--- config.mk ---
export PLATFORM = sky130hd
export DESIGN_NAME = mem_bus_arbiter
export DESIGN_NICKNAME = d
export VERILOG_FILES = /design/src/rtl/mem_bus_arbiter.sv
export SDC_FILE = /design/constraint.sdc
export NUM_CORES = 1
export LEC_CHECK = 0
export CORE_AREA = 3 3 144 146
export DETAILED_ROUTE_END_ITERATION = 16
export DIE_AREA = 0 0 147 149
export HOLD_SLACK_MARGIN = 0.02
export MAX_ROUTING_LAYER = met4
export PLACE_DENSITY_LB_ADDON = 0.25
export SLEW_MARGIN = 40
export SYNTH_ARGS = -nofsm -noshare
export SYNTH_HDL_FRONTEND = slang
export SYNTH_SLANG_ARGS = --single-unit
--- constraint.sdc ---
create_clock -name clk -period 2.7 [get_ports clk]
set_input_delay 0.405 -clock clk [delete_from_list [all_inputs] [get_ports clk]]
set_output_delay 0.405 -clock clk [all_outputs]
set_load 0.1 [all_outputs]
--- src/rtl/mem_bus_arbiter.sv ---
// mem_bus_arbiter
//   Shares one AXI4-Lite slave port between the instruction fetch unit
//   (read-only master) and the load/store unit (read/write master). One whole
//   transaction is granted at a time and the grant is held until that
//   transaction's response handshake (R or B) completes.
//
// Ports
//   clk, rst            clock; asynchronous active-high reset
//   ifu_ar*, ifu_r*     IFU read-address / read-data channels
//   lsu_ar*, lsu_r*     LSU read-address / read-data channels
//   lsu_aw*, lsu_w*,    LSU write-address / write-data / write-response
//   lsu_b*              channels
//   s_ar*, s_r*, s_aw*, slave-side AXI4-Lite port towards memory/crossbar
//   s_w*, s_b*
module mem_bus_arbiter #(
  parameter int ADDR_W = 32,
  parameter int DATA_W = 32
) (
  input  logic                clk,
  input  logic                rst,

  input  logic                ifu_arvalid,
  output logic                ifu_arready,
  input  logic [ADDR_W-1:0]   ifu_araddr,
  input  logic [2:0]          ifu_arsize,
  output logic                ifu_rvalid,
  input  logic                ifu_rready,
  output logic [DATA_W-1:0]   ifu_rdata,
  output logic [1:0]          ifu_rresp,

  input  logic                lsu_arvalid,
  output logic                lsu_arready,
  input  logic [ADDR_W-1:0]   lsu_araddr,
  input  logic [2:0]          lsu_arsize,
  output logic                lsu_rvalid,
  input  logic                lsu_rready,
  output logic [DATA_W-1:0]   lsu_rdata,
  output logic [1:0]          lsu_rresp,
  input  logic                lsu_awvalid,
  output logic                lsu_awready,
  input  logic [ADDR_W-1:0]   lsu_awaddr,
  input  logic [2:0]          lsu_awsize,
  input  logic                lsu_wvalid,
  output logic                lsu_wready,
  input  logic [DATA_W-1:0]   lsu_wdata,
  input  logic [DATA_W/8-1:0] lsu_wstrb,
  output logic                lsu_bvalid,
  input  logic                lsu_bready,
  output logic [1:0]          lsu_bresp,

  output logic                s_arvalid,
  input  logic                s_arready,
  output logic [ADDR_W-1:0]   s_araddr,
  output logic [2:0]          s_arsize,
  input  logic                s_rvalid,
  output logic                s_rready,
  input  logic [DATA_W-1:0]   s_rdata,
  input  logic [1:0]          s_rresp,
  output logic                s_awvalid,
  input  logic                s_awready,
  output logic [ADDR_W-1:0]   s_awaddr,
  output logic [2:0]          s_awsize,
  output logic                s_wvalid,
  input  logic                s_wready,
  output logic [DATA_W-1:0]   s_wdata,
  output logic [DATA_W/8-1:0] s_wstrb,
  input  logic                s_bvalid,
  output logic                s_bready,
  input  logic [1:0]          s_bresp
);

  typedef enum logic [1:0] {
    IDLE   = 2'd0,
    IFU_RD = 2'd1,
    LSU_RD = 2'd2,
    LSU_WR = 2'd3
  } state_t;

  // Identity of the master that completed the most recent read.
  localparam logic LAST_IFU = 1'b0;
  localparam logic LAST_LSU = 1'b1;

  state_t state_r;
  logic   last_rd_r;
  logic   r_done_s;
  logic   b_done_s;

  // Response handshakes that close the current grant.
  assign r_done_s = s_rvalid & s_rready;
  assign b_done_s = s_bvalid & s_bready;

  // Read data and responses go to both masters; only the valids are gated.
  assign ifu_rdata = s_rdata;
  assign ifu_rresp = s_rresp;
  assign lsu_rdata = s_rdata;
  assign lsu_rresp = s_rresp;
  assign lsu_bresp = s_bresp;

  // Grant FSM: arbitrates in IDLE, holds the grant until the response handshake.
  always_ff @(posedge clk or posedge rst) begin
    if (rst) begin
      state_r   <= IDLE;
      last_rd_r <= LAST_IFU;
    end else begin
      case (state_r)
        IDLE: begin
          // Writes win over reads; a read tie goes to the master that did
          // not complete the previous read.
          if (lsu_awvalid | lsu_wvalid) begin
            state_r <= LSU_WR;
          end else if (lsu_arvalid & ifu_arvalid) begin
            state_r <= (last_rd_r == LAST_IFU) ? LSU_RD : IFU_RD;
          end else if (lsu_arvalid) begin
            state_r <= LSU_RD;
          end else if (ifu_arvalid) begin
            state_r <= IFU_RD;
          end else begin
            state_r <= IDLE;
          end
        end
        IFU_RD: begin
          if (r_done_s) begin
            state_r   <= IDLE;
            last_rd_r <= LAST_IFU;
          end else begin
            state_r   <= IFU_RD;
          end
        end
        LSU_RD: begin
          if (r_done_s) begin
            state_r   <= IDLE;
            last_rd_r <= LAST_LSU;
          end else begin
            state_r   <= LSU_RD;
          end
        end
        LSU_WR: begin
          if (b_done_s) begin
            state_r <= IDLE;
          end else begin
            state_r <= LSU_WR;
          end
        end
        default: begin
          state_r <= IDLE;
        end
      endcase
    end
  end

  // Channel routing: only the granted master's channels reach the slave.
  always_comb begin
    s_arvalid   = 1'b0;
    s_araddr    = {ADDR_W{1'b0}};
    s_arsize    = 3'd0;
    s_rready    = 1'b0;
    s_awvalid   = 1'b0;
    s_awaddr    = {ADDR_W{1'b0}};
    s_awsize    = 3'd0;
    s_wvalid    = 1'b0;
    s_wdata     = {DATA_W{1'b0}};
    s_wstrb     = {(DATA_W/8){1'b0}};
    s_bready    = 1'b0;
    ifu_arready = 1'b0;
    ifu_rvalid  = 1'b0;
    lsu_arready = 1'b0;
    lsu_rvalid  = 1'b0;
    lsu_awready = 1'b0;
    lsu_wready  = 1'b0;
    lsu_bvalid  = 1'b0;
    case (state_r)
      IFU_RD: begin
        s_arvalid   = ifu_arvalid;
        s_araddr    = ifu_araddr;
        s_arsize    = ifu_arsize;
        ifu_arready = s_arready;
        ifu_rvalid  = s_rvalid;
        s_rready    = ifu_rready;
      end
      LSU_RD: begin
        s_arvalid   = lsu_arvalid;
        s_araddr    = lsu_araddr;
        s_arsize    = lsu_arsize;
        lsu_arready = s_arready;
        lsu_rvalid  = s_rvalid;
        s_rready    = lsu_rready;
      end
      LSU_WR: begin
        // AW and W pass through independently so W may trail AW.
        s_awvalid   = lsu_awvalid;
        s_awaddr    = lsu_awaddr;
        s_awsize    = lsu_awsize;
        lsu_awready = s_awready;
        s_wvalid    = lsu_wvalid;
        s_wdata     = lsu_wdata;
        s_wstrb     = lsu_wstrb;
        lsu_wready  = s_wready;
        lsu_bvalid  = s_bvalid;
        s_bready    = lsu_bready;
      end
      IDLE: begin
        s_arvalid = 1'b0;
      end
      default: begin
        s_arvalid = 1'b0;
      end
    endcase
  end

endmodule
==> flow_metrics.env, run 1 <==
export IMPL_seq_area_frac_synth_pct=3.945
export IMPL_die_y_um=149
export IMPL_drive_above_1_share_pct=34.27
export IMPL_dp_final_hpwl_mm=9.400
export IMPL_antenna_found_initial=0
export IMPL_die_area_um2=21900
export IMPL_timing_rr_start="state_r[0]"
export IMPL_worst_setup_path_end_kind="output port"
export IMPL_yosysWarnings=0
export IMPL_slew_viol_final=0
export IMPL_hold_viol_final=0
export IMPL_clock_path_buffers=2
export IMPL_cp_max_fo=41
export IMPL_fin_worst_skew_ps=1.960
export IMPL_start_util_pct=9.746
export IMPL_cts_sinks=3
export IMPL_placed_cell_area_um2=4653
export IMPL_setup_viol=0
export IMPL_cts_resized=0
export IMPL_netlist_area_um2=1903
export IMPL_critPathCapture="s_araddr[21]"
export IMPL_regArea_um2=75.07
export IMPL_io_pins=379
export IMPL_critPathLaunchType="flip-flop"
export IMPL_netlist_top_cells_area="buf_4 30%, and2_1 27%, a22oi_1 14%"
export IMPL_cts_tree="yes"
export IMPL_htreeDepth=1
export IMPL_grt_pass1_wl_mm=15.69
export IMPL_die_x_um=147
export IMPL_synth_top_area_cell="buf_4"
export IMPL_grt_max_degree=79
export IMPL_root_buffer="clkbuf_16"
export IMPL_worstMarginPinSlew_ps=459.5
export IMPL_ant_nets=0
export IMPL_syn_num_nets=468
export IMPL_postLayoutCoreUtil_pct=24.23
export IMPL_drc=0
export IMPL_grt_overflow_total=0
export IMPL_timing_fmax_mhz=434.4
export IMPL_vias=2537
export IMPL_status="finished, final reports clean"
export IMPL_synth_top_area_share_pct=29.98
export IMPL_core_area_um2=19530
export IMPL_ctsHoldBuffers=0
export IMPL_min_period_ps=2302
export IMPL_first_pass_iters=4
export IMPL_multi_input_area_um2=1236
export IMPL_synthXorXnorAreaFrac_pct=0
export IMPL_slew_headroom_pct=69.37
export IMPL_worst_skew_pair_late_latency_ps=220
export IMPL_drt_iter0_markers=50
export IMPL_maxCapViolCount=0
export IMPL_setup_tns_ps=0
export IMPL_critPathRequiredTime_ps=2300
export IMPL_yosys_area_share_simple_pct=40.43
export IMPL_rr_worst_depth=6
export IMPL_drt_wl_total_mm=10.99
export IMPL_rsz0062_at_grt="false"
export IMPL_synth_distinct_cells=19
export IMPL_wl_per_cell_um=15.13
export IMPL_cts_setup_buffers=0
export IMPL_n_antenna_cell=0
export IMPL_fin_nets=657
export IMPL_synthAdderAreaFrac_pct=2.630
export IMPL_synth_mux_area_share_pct=0
export IMPL_globalplace_congestion=0.7039
export IMPL_synth_top_family_by_area="simple AND/OR/NAND/NOR gates"
export IMPL_ys_seq_elements=3
export IMPL_via_per_inst=3.494
export IMPL_synth_compound_area_share_pct=17.82
export IMPL_final_cell_area_um2=4732
export IMPL_reg2reg_to="state_r[1]"
export IMPL_hold_class="primary input to asynchronous set/reset pin"
export IMPL_nFillCells=2166
export IMPL_whs_ps=354.2
export IMPL_numCtsBuffers=3
export IMPL_criticalPathCategory="flip-flop to output port"
export IMPL_rows=51
export IMPL_avgSynthCellArea_um2=6.971
export IMPL_grt_pass1_vias=2684
export IMPL_area_delta_synth_final_pct=148.7
export IMPL_finalCritPeriodShare_pct=85.26
export IMPL_syn_inst=273
export IMPL_r2r_slack_ps=1100
export IMPL_port_buffers=272
export IMPL_worstPathArrival_ps=1900
export IMPL_grt_usage_pct=9.329
export IMPL_startpoint="state_r[0]"
export IMPL_cts_clk_slew_worst_paths_ps=30
worst min path at each step:
stage                         start         end  slack (ps)  depth (start not counted)
after floorplan                 rst   last_rd_r         160                          1
after global placement    last_rd_r   last_rd_r         500                          2
after detailed placement  last_rd_r   last_rd_r         520                          2
after CTS                       rst  state_r[0]         360                          2
after global routing            rst  state_r[0]         370                          2
final                           rst  state_r[0]         350                          2
registers in the layout, summed over array words and instances (netlist names):
register	cells
state_r	2
last_rd_r	1
cell families (layout without fill, tap and decap cells):
logic type,count (synthesis),count (layout)
simple gates,124,124
fa+ha+maj,4,4
buf+inv,96,284
flops,3,3
compound gates,46,46
layer usage:
metal	share of wire [%]	up-vias	global-route usage [%]
met2	52	188	17.35
li1	-	1188	-
met4	1.4	0	1.911
met5	0	-	-
met1	35	1143	9.512
met3	11	18	3.282
Yosys cell counts:
cell type,n
a21oi_1,5
a22oi_1,36
a22oi_4,1
and2_1,81
buf_2,7
buf_4,76
buf_6,2
clkbuf_1,7
dfrtp_1,3
ha_1,4
inv_1,3
inv_2,1
nand2_1,3
nand2b_1,1
nand3_1,1
nor2b_1,37
o21ai_1,3
o31ai_1,1
or3b_1,1
final cells by class:
class	count	share of cell area, %
timing repair buffer	276	63.30
multi-input combinational	174	26.12
tap	265	7.007
clock buffer	4	1.666
sequential	3	1.586
inverter	4	0.3173
placed cells by master (no fill, tap or decap):
master,Yosys,routed
clkbuf_1,7,1
ha_2,0,3
and2_1,81,81
ha_1,4,1
nor2b_2,0,28
inv_2,1,1
nand2_1,3,3
buf_4,76,79
clkdlybuf4s50_1,0,154
inv_1,3,3
a21oi_1,5,5
nor2b_1,37,9
o31ai_1,1,1
nand2b_1,1,1
o21ai_1,3,3
or3b_1,1,1
nand3_1,1,1
a22oi_1,36,36
dfrtp_1,3,3
buf_12,0,43
a22oi_4,1,1
clkbuf_16,0,3
worst max-delay path, cell delays in order, from the launching register on:
cell	delay, ps
dfrtp_1	390
inv_1	90
ha_2	160
buf_4	390
a22oi_1	170
nor2b_1	230
buf_12	210
metrics by stage:
step,instances,setup WS (ps)
after floorplan,273,7.593
after global placement,722,651.9
after detailed placement,722,612.2
after CTS,726,373.1
after global routing,726,257.2
final,726,397.9
Power of run 1 is not shown: default switching activity piles up to over one toggle a cycle in this logic, so the estimate is an artifact.
==> inputs of run 2 (changes only) <==
- CORE_AREA: 3 3 144 146 -> 5 5 142 144
- HOLD_SLACK_MARGIN: 0.02 -> default
==> run 2 against run 1 <==
  * Clock skew down 1.1 ps
  * Setup slack improved by 18 ps
  * Critical path depth unchanged
  * Final area up 20%
  * Highest routed layer unchanged
==> flow_metrics.env, run 2 (synthesis results as in run 1) <==
export IMPL_status="finished, final reports clean"
export IMPL_ant_nets=0
export IMPL_drc=0
export IMPL_pre_cts_ws_ps=629.2
export IMPL_largest_reg_flops=2
export IMPL_hold_viol_final=0
export IMPL_ctsHoldBuffers=0
export IMPL_cts_resized=0
export IMPL_drt_iter0_markers=69
export IMPL_crit_family="buffers and inverters"
export IMPL_start_util_pct=10.24
export IMPL_cts_clk_slew_worst_paths_ps=30
export IMPL_die_y_um=149
export IMPL_setup_tns_ps=0
export IMPL_worstMarginPinSlew_ps=390.9
export IMPL_numCtsBuffers=3
export IMPL_core_area_um2=18580
export IMPL_grt_pass1_vias=2686
export IMPL_rsz0062_at_grt="false"
export IMPL_hold_class="primary input to asynchronous set/reset pin"
export IMPL_slew_viol_final=0
export IMPL_slew_headroom_pct=73.94
export IMPL_criticalPathCategory="flip-flop to output port"
export IMPL_grt_usage_pct=10.29
export IMPL_critPathLaunchType="flip-flop"
export IMPL_die_x_um=147
export IMPL_cts_tree="yes"
export IMPL_grt_overflow_total=0
export IMPL_drt_wl_total_mm=11.93
export IMPL_clock_path_buffers=2
export IMPL_vias=2476
export IMPL_critPathRequiredTime_ps=2300
export IMPL_fin_ws_ps=415.6
export IMPL_cts_setup_buffers=0
export IMPL_htreeDepth=1
export IMPL_rows=50
export IMPL_final_cell_mix="154 x clkdlybuf4s50_1, 121 x buf_12, 81 x and2_1, 36 x a22oi_1, 28 x nor2b_2"
export IMPL_die_area_um2=21900
export IMPL_timing_fmax_mhz=437.7
export IMPL_fin_worst_skew_ps=0.8436
export IMPL_drive_above_1_share_pct=34.27
export IMPL_dp_final_hpwl_mm=10.32
export IMPL_largest_registers="state_r (2), last_rd_r (1)"
export IMPL_grt_pass1_wl_mm=16.81
export IMPL_grt_max_degree=79
export IMPL_setup_viol=0
export IMPL_slowest_stage="ha_2"
export IMPL_first_pass_iters=4
export IMPL_cts_sinks=3
export IMPL_root_buffer="clkbuf_16"
export IMPL_worst_path_buf_inv=3
export IMPL_antenna_found_initial=1
export IMPL_worstPathArrival_ps=1880
export IMPL_finalCritPeriodShare_pct=84.61
export IMPL_final_common_cell="clkdlybuf4s50_1"
export IMPL_min_period_ps=2284
export IMPL_worst_setup_path_end_kind="output port"
export IMPL_maxCapViolCount=0
export IMPL_worst_skew_pair_late_latency_ps=220
export IMPL_port_buffers=272
export IMPL_max_stage_delay_ps=430
export IMPL_cp_max_fo=25
export IMPL_fin_nets=657
export IMPL_area_delta_synth_final_pct=198.0
export IMPL_crit_top_cell="buf_12"
export IMPL_regMostFlops="state_r"
export IMPL_via_per_inst=3.557
export IMPL_worstPathCellList="inv_1, ha_2, buf_12, a22oi_1, nor2b_2, buf_12"
export IMPL_globalplace_congestion=0.7700
export IMPL_wl_per_cell_um=17.14
export IMPL_io_pins=379
==> run 2: cell types whose count changed in the layout (fill, tap and decap cells not counted), sizes merged <==
cell   change
diode      +1
==> run 2: area by class of cell <==
cell class              instances  area, µm²
fillers                      1892      12910
repair buffers                276       3971
multi-input cells             174       1236
well taps                     234      292.8
clock buffers                   4      78.83
flip-flops and latches          3      75.07
inverters                       4      15.01
diodes                          1      2.502
==> run 2: stage by stage <==
step / util, % / cell area, µm² / cells / hold slack, ps
after floorplan: - / 1973 / 273 / 158.6
after global placement: 30.09 / 5590 / 691 / 510.7
after detailed placement: 30.09 / 5590 / 691 / 509.2
after CTS: 30.51 / 5669 / 695 / 364.0
after global routing: 30.53 / 5672 / 696 / 383.9
final: 30.53 / 5672 / 696 / 361.4
==> run 2: worst paths after layout <==
path / from / end / slack (ps) / cells after the start
min in group clk: last_rd_r / last_rd_r / 520 / 2
worst min-delay path: rst / state_r[0] / 360 / 2
worst max register to register: state_r[0] / state_r[0] / 1030 / 6
worst min register to register: last_rd_r / last_rd_r / 520 / 2
worst max-delay path: state_r[0] / s_araddr[17] / 420 / 6
max in group asynchronous: rst / last_rd_r / 2200 / 2
==> run 2: per-layer routing <==
| layer | global-route usage (%) | wire length [µm] |
|---|---|---|
| met5 | - | 0 |
| met4 | 3.075 | 221 |
| met3 | 3.707 | 1367 |
| met2 | 19.77 | 6434 |
| met1 | 9.556 | 3904 |
Power of run 2 is left out for the same reason.
